### config.mk
export PLATFORM = sky130hd
export DESIGN_NAME = mod12_count_sched
export DESIGN_NICKNAME = d
export VERILOG_FILES = /design/src/rtl/mod12_count_sched.sv
export SDC_FILE = /design/constraint.sdc
export NUM_CORES = 1
export LEC_CHECK = 0
export BUFFER_PORTS_ARGS = -buffer_cell sky130_fd_sc_hd__buf_2
export CORE_ASPECT_RATIO = 1.25
export CORE_MARGIN = 4
export CORE_UTILIZATION = 46
export DETAILED_ROUTE_END_ITERATION = 10
export GPL_TIMING_DRIVEN = 0
export MAX_ROUTING_LAYER = met4
export PLACE_DENSITY_LB_ADDON = 0.05
export SLEW_MARGIN = 20
export SYNTH_ARGS = -nofsm -noshare
export SYNTH_HDL_FRONTEND = slang
export SYNTH_SLANG_ARGS = --single-unit
### constraint.sdc
create_clock -name clock -period 1.87 [get_ports clock]
set_input_delay 0.374 -clock clock [delete_from_list [all_inputs] [get_ports clock]]
set_output_delay 0.374 -clock clock [all_outputs]
set_load 0.05 [all_outputs]
### src/rtl/mod12_count_sched.sv
// Command scheduler sharing one external mod-12 up/down counter among NREQ requesters.
// Define MOD12_SCHED_FIXED_PRIO_EN for fixed lowest-index priority; round-robin otherwise.
module mod12_count_sched #(
  parameter int NREQ   = 2,
  parameter int STEP_W = 8
) (
  input  logic                                       clock,
  input  logic                                       reset,
  input  logic [NREQ-1:0]                            req_valid,
  output logic [NREQ-1:0]                            req_ready,
  input  logic [NREQ-1:0]                            req_op,
  input  logic [NREQ-1:0]                            req_mode,
  input  logic [4*NREQ-1:0]                          req_data,
  input  logic [STEP_W*NREQ-1:0]                     req_steps,
  output logic                                       cnt_load,
  output logic                                       cnt_en,
  output logic                                       cnt_mode,
  output logic [3:0]                                 cnt_din,
  input  logic [3:0]                                 cnt_dout,
  output logic                                       busy,
  output logic                                       done_valid,
  output logic [((NREQ > 1) ? $clog2(NREQ) : 1)-1:0] done_id,
  output logic [3:0]                                 done_value,
  output logic                                       done_err
);

  localparam int ID_W = (NREQ > 1) ? $clog2(NREQ) : 1;

  typedef enum logic [1:0] {ST_IDLE, ST_EXEC, ST_WAIT, ST_DONE} state_t;

  state_t              state_r, state_nx;
  logic [ID_W-1:0]     last_grant_r, last_grant_nx;
  logic                op_r, op_nx;
  logic                mode_r, mode_nx;
  logic [3:0]          data_r, data_nx;
  logic [STEP_W-1:0]   steps_left_r, steps_left_nx;
  logic [ID_W-1:0]     id_r, id_nx;

  logic                cnt_load_nx, cnt_en_nx, cnt_mode_nx;
  logic [3:0]          cnt_din_nx;
  logic                done_valid_nx, done_err_nx;
  logic [ID_W-1:0]     done_id_nx;
  logic [3:0]          done_value_nx;

  logic                found_s;
  logic [ID_W-1:0]     gnt_s, scan_id_s;
  logic                sel_op_s, sel_mode_s;
  logic [3:0]          sel_data_s;
  logic [STEP_W-1:0]   sel_steps_s;
  logic                accept_s;

  // Arbitration: first valid requester after last_grant (or lowest index in fixed mode).
  always_comb begin
    found_s   = 1'b0;
    gnt_s     = {ID_W{1'b0}};
    scan_id_s = {ID_W{1'b0}};
    for (int k = 0; k < NREQ; k++) begin
`ifdef MOD12_SCHED_FIXED_PRIO_EN
      scan_id_s = ID_W'(k);
`else
      scan_id_s = ID_W'((int'(last_grant_r) + k + 1) % NREQ);
`endif
      if (!found_s && req_valid[scan_id_s]) begin
        found_s = 1'b1;
        gnt_s   = scan_id_s;
      end else begin
        found_s = found_s;
      end
    end
  end

  // Payload mux for the granted requester.
  always_comb begin
    sel_op_s    = 1'b0;
    sel_mode_s  = 1'b0;
    sel_data_s  = 4'd0;
    sel_steps_s = {STEP_W{1'b0}};
    for (int k = 0; k < NREQ; k++) begin
      if (gnt_s == ID_W'(k)) begin
        sel_op_s    = req_op[k];
        sel_mode_s  = req_mode[k];
        sel_data_s  = req_data[4*k +: 4];
        sel_steps_s = req_steps[STEP_W*k +: STEP_W];
      end else begin
        sel_op_s    = sel_op_s;
      end
    end
  end

  assign accept_s = !reset && (state_r == ST_IDLE) && found_s;

  // Ready is the only combinational output, so an accept happens in the IDLE cycle itself.
  always_comb begin
    if (accept_s) begin
      req_ready = NREQ'(1'b1) << gnt_s;
    end else begin
      req_ready = {NREQ{1'b0}};
    end
  end

  // Next state plus next values of the registered outputs (outputs line up with the state they belong to).
  always_comb begin
    state_nx      = state_r;
    last_grant_nx = last_grant_r;
    op_nx         = op_r;
    mode_nx       = mode_r;
    data_nx       = data_r;
    steps_left_nx = steps_left_r;
    id_nx         = id_r;
    cnt_load_nx   = 1'b0;
    cnt_en_nx     = 1'b0;
    cnt_mode_nx   = 1'b0;
    cnt_din_nx    = 4'd0;
    done_valid_nx = 1'b0;
    done_id_nx    = done_id;
    done_value_nx = done_value;
    done_err_nx   = done_err;
    case (state_r)
      ST_IDLE: begin
        if (found_s) begin
          state_nx      = ST_EXEC;
          last_grant_nx = gnt_s;
          op_nx         = sel_op_s;
          mode_nx       = sel_mode_s;
          data_nx       = sel_data_s;
          steps_left_nx = sel_steps_s;
          id_nx         = gnt_s;
          done_err_nx   = 1'b0;
          if (!sel_op_s && (sel_data_s <= 4'd11)) begin
            cnt_load_nx = 1'b1;
            cnt_din_nx  = sel_data_s;
          end else if (sel_op_s && (sel_steps_s != {STEP_W{1'b0}})) begin
            cnt_en_nx   = 1'b1;
            cnt_mode_nx = sel_mode_s;
          end else begin
            cnt_load_nx = 1'b0;
          end
        end else begin
          state_nx = ST_IDLE;
        end
      end
      ST_EXEC: begin
        if (!op_r) begin
          if (data_r <= 4'd11) begin
            state_nx = ST_WAIT;
          end else begin
            state_nx      = ST_DONE;
            done_valid_nx = 1'b1;
            done_id_nx    = id_r;
            done_value_nx = cnt_dout;
            done_err_nx   = 1'b1;
          end
        end else if (steps_left_r == {STEP_W{1'b0}}) begin
          state_nx      = ST_DONE;
          done_valid_nx = 1'b1;
          done_id_nx    = id_r;
          done_value_nx = cnt_dout;
        end else begin
          steps_left_nx = steps_left_r - STEP_W'(1'b1);
          if (steps_left_r == STEP_W'(1'b1)) begin
            state_nx = ST_WAIT;
          end else begin
            cnt_en_nx   = 1'b1;
            cnt_mode_nx = mode_r;
          end
        end
      end
      ST_WAIT: begin
        state_nx      = ST_DONE;
        done_valid_nx = 1'b1;
        done_id_nx    = id_r;
        done_value_nx = cnt_dout;
      end
      ST_DONE: begin
        state_nx = ST_IDLE;
      end
      default: begin
        state_nx = ST_IDLE;
      end
    endcase
  end

  // State, command context and registered outputs; reset aborts any command in flight.
  always_ff @(posedge clock) begin
    if (reset) begin
      state_r      <= ST_IDLE;
      last_grant_r <= ID_W'(NREQ - 1);
      op_r         <= 1'b0;
      mode_r       <= 1'b0;
      data_r       <= 4'd0;
      steps_left_r <= {STEP_W{1'b0}};
      id_r         <= {ID_W{1'b0}};
      cnt_load     <= 1'b0;
      cnt_en       <= 1'b0;
      cnt_mode     <= 1'b0;
      cnt_din      <= 4'd0;
      busy         <= 1'b0;
      done_valid   <= 1'b0;
      done_id      <= {ID_W{1'b0}};
      done_value   <= 4'd0;
      done_err     <= 1'b0;
    end else begin
      state_r      <= state_nx;
      last_grant_r <= last_grant_nx;
      op_r         <= op_nx;
      mode_r       <= mode_nx;
      data_r       <= data_nx;
      steps_left_r <= steps_left_nx;
      id_r         <= id_nx;
      cnt_load     <= cnt_load_nx;
      cnt_en       <= cnt_en_nx;
      cnt_mode     <= cnt_mode_nx;
      cnt_din      <= cnt_din_nx;
      busy         <= (state_nx != ST_IDLE);
      done_valid   <= done_valid_nx;
      done_id      <= done_id_nx;
      done_value   <= done_value_nx;
      done_err     <= done_err_nx;
    end
  end

endmodule

Word level (Yosys, flattened, before mapping)
Index checks and enable logic that the tools add are counted.
W data, S select, Z words.
{ "word_totals": {"wordCells": 112, "in_bits": 36, "reg_bits": 33, "output_inout_bits": 17} }
{ "op_classes": {"bitwise": 3, "n_lt_le_gt_ge": 4, "eq_ne": 11, "mux": 54, "addsub": 3, "reduce_logical": 20, "n_shift": 1} }
{ "op_table": {"columns": ["op", "n"], "rows": [
  ["$mux W1", 34],
  ["$mux W8", 4],
  ["$mux W4", 4],
  ["$pmux W8 S2", 1],
  ["$ne A2 B2 Y1 const B", 5],
  ["$pmux W1 S2", 5],
  ["$eq A8 B1 Y1 const B", 1],
  ["$le A4 B4 Y1 const B", 2],
  ["$logic_not A8 Y1", 1],
  ["$mux W2", 4],
  ["$pmux W2 S4", 1],
  ["$pmux W4 S2", 1],
  ["$reduce_and A4 Y1", 2],
  ["$reduce_bool A8 Y1", 1],
  ["$sub A8 B1 Y8 const B", 1],
  ["$ne A3 B3 Y1 const B", 2],
  ["$reduce_bool A2 Y1", 3],
  ["$logic_and A1 B1 Y1", 5],
  ["$eq A2 B2 Y1 const B", 2],
  ["$lt A1 B2 Y1 const B", 2],
  ["$reduce_or A4 Y1", 1],
  ["$logic_not A1 Y1", 3],
  ["$not A1 Y1", 3],
  ["$reduce_and A3 Y1", 1],
  ["other kinds (6)", 7]
]} }

Longest topological paths before layout
{ "logic_depth": {"depth_word": 14, "ltp_mapped": 7, "mapped_depth_nobuf": 6} }

Worst setup path after synthesis
Ideal clock, no wire load.
{ "synth_timing": {"path_type": "in2out", "from": "input port req_valid[1]", "to": "output port req_ready[0]", "t_required_ps": 1496, "path_slack_ps": -436, "t_arrival_ps": 1932, "n_path_buf": 2, "cell_stages": 4, "cell_sequence": "a21boi_0 buf_2 buf_4 nor3_1"} }
{ "synth_between": {"elab_chain_len": 8, "elab_cells_between_ends": 13, "cone_classes": "1 x shift; 9 x mux; 3 x reduce/logical"} }
{ "synth_lines": {"columns": ["element", "line", "text"], "rows": [
  ["from (decl)", "9", "input logic [NREQ-1:0] req_valid,"],
  ["$mux W1 (implied by the code) (2 in a row)", "63", "if (!found_s && req_valid[scan_id_s]) begin"],
  ["$mux W1", "63", null],
  ["$logic_not A1 Y1", "63", null],
  ["$logic_and A1 B1 Y1", "63", null],
  ["$mux W1", "63", null],
  ["$shl A1 B1 Y2 / $logic_and A1 B1 Y1 (equally long branches)", "95, 90", null],
  ["$mux W2 *", "94", "if (accept_s) begin"],
  ["to (decl)", "10", "output logic [NREQ-1:0] req_ready,"]
]} }
Every way passes the cells marked *; elsewhere a longest branch is shown, timed or not. The select of a mux whose other input is x is not followed.

Final worst setup path
{ "layout_timing": {"from": "register state_r[0]", "to": "register busy"} }
{ "layout_between": {"elab_chain_len": 5, "elab_cells_between_ends": 9, "cone_classes": "3 x eq/ne; 4 x mux; 2 x reduce/logical"} }
{ "layout_lines": {"columns": ["element", "line", "text"], "rows": [
  ["from (decl)", "31", "state_t state_r, state_nx;"],
  ["from (signal assigned)", "203", "state_r <= state_nx;"],
  ["$mux W2", "160", "if (steps_left_r == STEP_W'(1'b1)) begin"],
  ["$mux W2", "153", "end else if (steps_left_r == {STEP_W{1'b0}}) begin"],
  ["$mux W2", "143", "if (!op_r) begin"],
  ["$pmux W2 S4 *", "118", "case (state_r)"],
  ["$reduce_bool A2 Y1 *", "214", "busy <= (state_nx != ST_IDLE);"],
  ["to (signal assigned)", "214", null],
  ["to (decl)", "20", "output logic busy,"]
]} }
Every way passes the cells marked *; elsewhere a longest branch is shown, timed or not.
A chain may end at the register's enable or synchronous reset.

==> metrics.txt <==
core area 3540 µm²; post-place setup slack -0.218 ns; CTS HTree Levels 2; Hold Path Class in -> reg; cell-by-cell trace of the critical path buf_4 > ha_4 > and4b_1 > clkbuf_1 > a311oi_1 > nor3b_2 > o21bai_1; R2R cell count 7; top cell type's share of synthesized area 0.361; synth unique cells 48; maxcap violations 0; antenna cells 0; crit path time final approximately 1.8 ns; DR WL/cell approximately 15 µm; RR Startpoint state_r[0]; P_leak between 0.9 and 1 nW; Tot Pwr between 0.002 and 0.003 W; antenna violations before repair 0; worst hold endpoint cnt_din[0]; clock-pin slew on the worst setup and hold paths 0.07 ns; RSZ-0062 raised after global routing no; 1st-iter DRT viols 66; largest net degree at the start of global routing 13; final wirelength approximately 4.6 mm; count of state elements after synthesis 31; Detail Route Antenna Nets 0; Seq/Total Area, Yosys 0.361; cell taking the most area after synthesis dfxtp_1; fillers roughly 330; Synth Instances ~200; Synth area leaders dfxtp_1, mux2i_1, nor2_1, o21ai_0, ha_1; io pins 53; Synth Warn # 0; Worst EP arrival just under 2 ns; Worst Setup End Kind flop; worst setup path class reg -> reg; first-pass GRT wire length about 7.8 mm; Slew @ Worst Pin about 0.52 ns; r2r setup slk about 0.056 ns; die height between 70 and 80 µm; RePlAce Congestion around 0.84; layout cell share with drive strength beyond 1 0.388; fin crit share 0.970; Pwr Density 1110 nW/µm²; Main synth FF type dfxtp_1; final setup fails 0; Final WS setup roughly 0.056 ns; maximum operating frequency ~550 MHz; Final nets just over 300; drt pass-1 iters 4; setup_tns 0 ns; clk_lat worst skew between 0.2 and 0.3 ns; CP Launch Type flop; CP max stage cell dfxtp_2; via count between 1500 and 2000; RR Endpoint busy; final hold vios 0; peak supply drop just under 0.8 mV; worst-case clock skew 0.00579 ns; clock root buffer clkbuf_8; Max FO, Critical Path 7; Total GRT Usage 0.206; Layout area overhead 33.4%; Crit path required time 2.05 ns; max-slew violations 0; # port buffers about 50; async set-reset flop share out of synthesis 0; syn avg cell area around 8.6 µm²; die width ~63 µm; DIE AREA roughly 4800 µm²; row cnt 24; Hold Startpoint req_data[0]; Slew HR 0.656; dpl hpwl roughly 3.4 mm; DR DRC count 0; post-synthesis net count ~240; total congestion overflow 0; CTS tree done; synthesized area 1720 µm²; CP peak stage delay around 0.33 ns; initial core utilization 0.485; number of synthesized flops with an enable pin 0; hold buffer count at cts 0; status finished, final reports clean; Clock Sinks 31; worst hold stages 3; vias per inst just under 6; CTS Buffer Depth 2; Num CTS Buffers 5; number of global-route vias before repair 1697
worst max-delay path: cells and delay by family (launching register included):
kind            cells  cell delay [ns]
flops               1             0.33
fa+ha+maj           1             0.18
buf+inv             2             0.31
simple gates        2             0.46
compound gates      2             0.43
metrics by stage:
step | instance area [µm²] | std cells | hold WS (ns) | utilization
floorplan | 1730 | 201 | 0.433 | -
global placement | 2030 | 291 | 0.442 | 0.573
detailed placement | 2030 | 291 | 0.445 | 0.573
CTS | 2240 | 303 | 0.313 | 0.632
global route | 2290 | 307 | 0.353 | 0.647
finish | 2290 | 307 | 0.311 | 0.647
synthesized netlist by cell type, types with 4 or more instances:
master and count:
a211oi_1 5, a21oi_1 12, a31oi_1 4, buf_2 4, clkbuf_1 6, dfxtp_1 31, ha_1 5, inv_1 11
mux2_2 5, mux2i_1 9, nand2_1 11, nand3_1 8, nor2_1 18, nor3_1 5, nor4_1 4, o21ai_0 13
worst max-delay path by stage:
| stage | end | depth (start not counted) | slack, ns | startpoint |
|---|---|---|---|---|
| 2_1_floorplan | req_ready[0] | 4 | -0.006 | req_valid[1] |
| 3_3_place_gp | steps_left_r[7] | 6 | -0.25 | steps_left_r[0] |
| 3_5_place_dp | steps_left_r[7] | 6 | -0.22 | steps_left_r[0] |
| 4_1_cts | steps_left_r[0] | 6 | 0.01 | state_r[0] |
| 5_1_grt | busy | 5 | 0.004 | steps_left_r[2] |
| 6_report | busy | 7 | 0.06 | state_r[0] |
per-layer routing:
layer / share of wire / global-route usage
met1: 0.42 / 0.233
met3: 0.067 / 0.0560
met5: 0 / -
met2: 0.49 / 0.342
met4: 0.020 / 0.0839
report_power, final:
group          total [W]  internal [W]  switching [W]  leakage, nW
Combinational    0.00101      0.000440       0.000571        0.669
Sequential      0.000837      0.000758      0.0000792        0.256
Clock           0.000692      0.000431       0.000262       0.0612
Total            0.00254       0.00163       0.000911        0.987
registers in the layout (all words and copies together) (netlist names), 2 cells and up:
name / flops
cnt_din: 4
data_r: 2
done_value: 4
state_r: 2
steps_left_r: 8
cell families (layout without fill, tap and decap cells):
group,count (synthesis),in the layout,synth area share
AOI/OAI and AO/OA,60,60,0.238
adders and majority gates,5,5,0.0364
buffers and inverters,22,89,0.0531
DFF,31,31,0.361
muxes,14,14,0.0852
and+or+nand+nor,69,69,0.226
what timing repair did:
item,CTS,global route
pin swaps,0,3
gates cloned,0,0
buffers inserted,6,4
endpoints found under the setup margin,17,13
gates resized for setup,16,15
layout make-up:
cell class	count	area (µm²)	area share
Multi-Input combinational cell	148	1080	0.469
Sequential cell	31	631	0.275
Timing Repair Buffer	61	335	0.146
Clock buffer	6	82.6	0.0360
Tap cell	39	48.8	0.0213
Buffer	9	43.8	0.0191
Inverter	11	41.3	0.0180
Clock inverter	2	35.0	0.0153
cell usage in the layout (no fill, tap or decap), drive strengths merged, types with 2 or more instances in the layout:
| cell | netlist | routed |
|---|---|---|
| a211oi | 5 | 5 |
| nand4 | 3 | 3 |
| a31o | 2 | 2 |
| inv | 11 | 11 |
| nor3 | 5 | 5 |
| o21a | 2 | 2 |
| and4b | 2 | 2 |
| o21ai | 16 | 16 |
| clkbuf | 6 | 12 |
| or4 | 2 | 2 |
| a31oi | 4 | 4 |
| mux2 | 5 | 5 |
| buf | 5 | 64 |
| a21boi | 2 | 2 |
| nor4 | 4 | 4 |
| ha | 5 | 5 |
| a311oi | 3 | 3 |
| dfxtp | 31 | 31 |
| nor2b | 3 | 3 |
| o22ai | 2 | 2 |
| nor2 | 18 | 18 |
| mux2i | 9 | 9 |
| o211ai | 2 | 2 |
| nor3b | 3 | 3 |
| nand3 | 8 | 8 |
| or3 | 3 | 3 |
| a2111oi | 3 | 3 |
| nand2 | 11 | 11 |
| a21oi | 12 | 12 |
(Power assumes the default switching activity.)
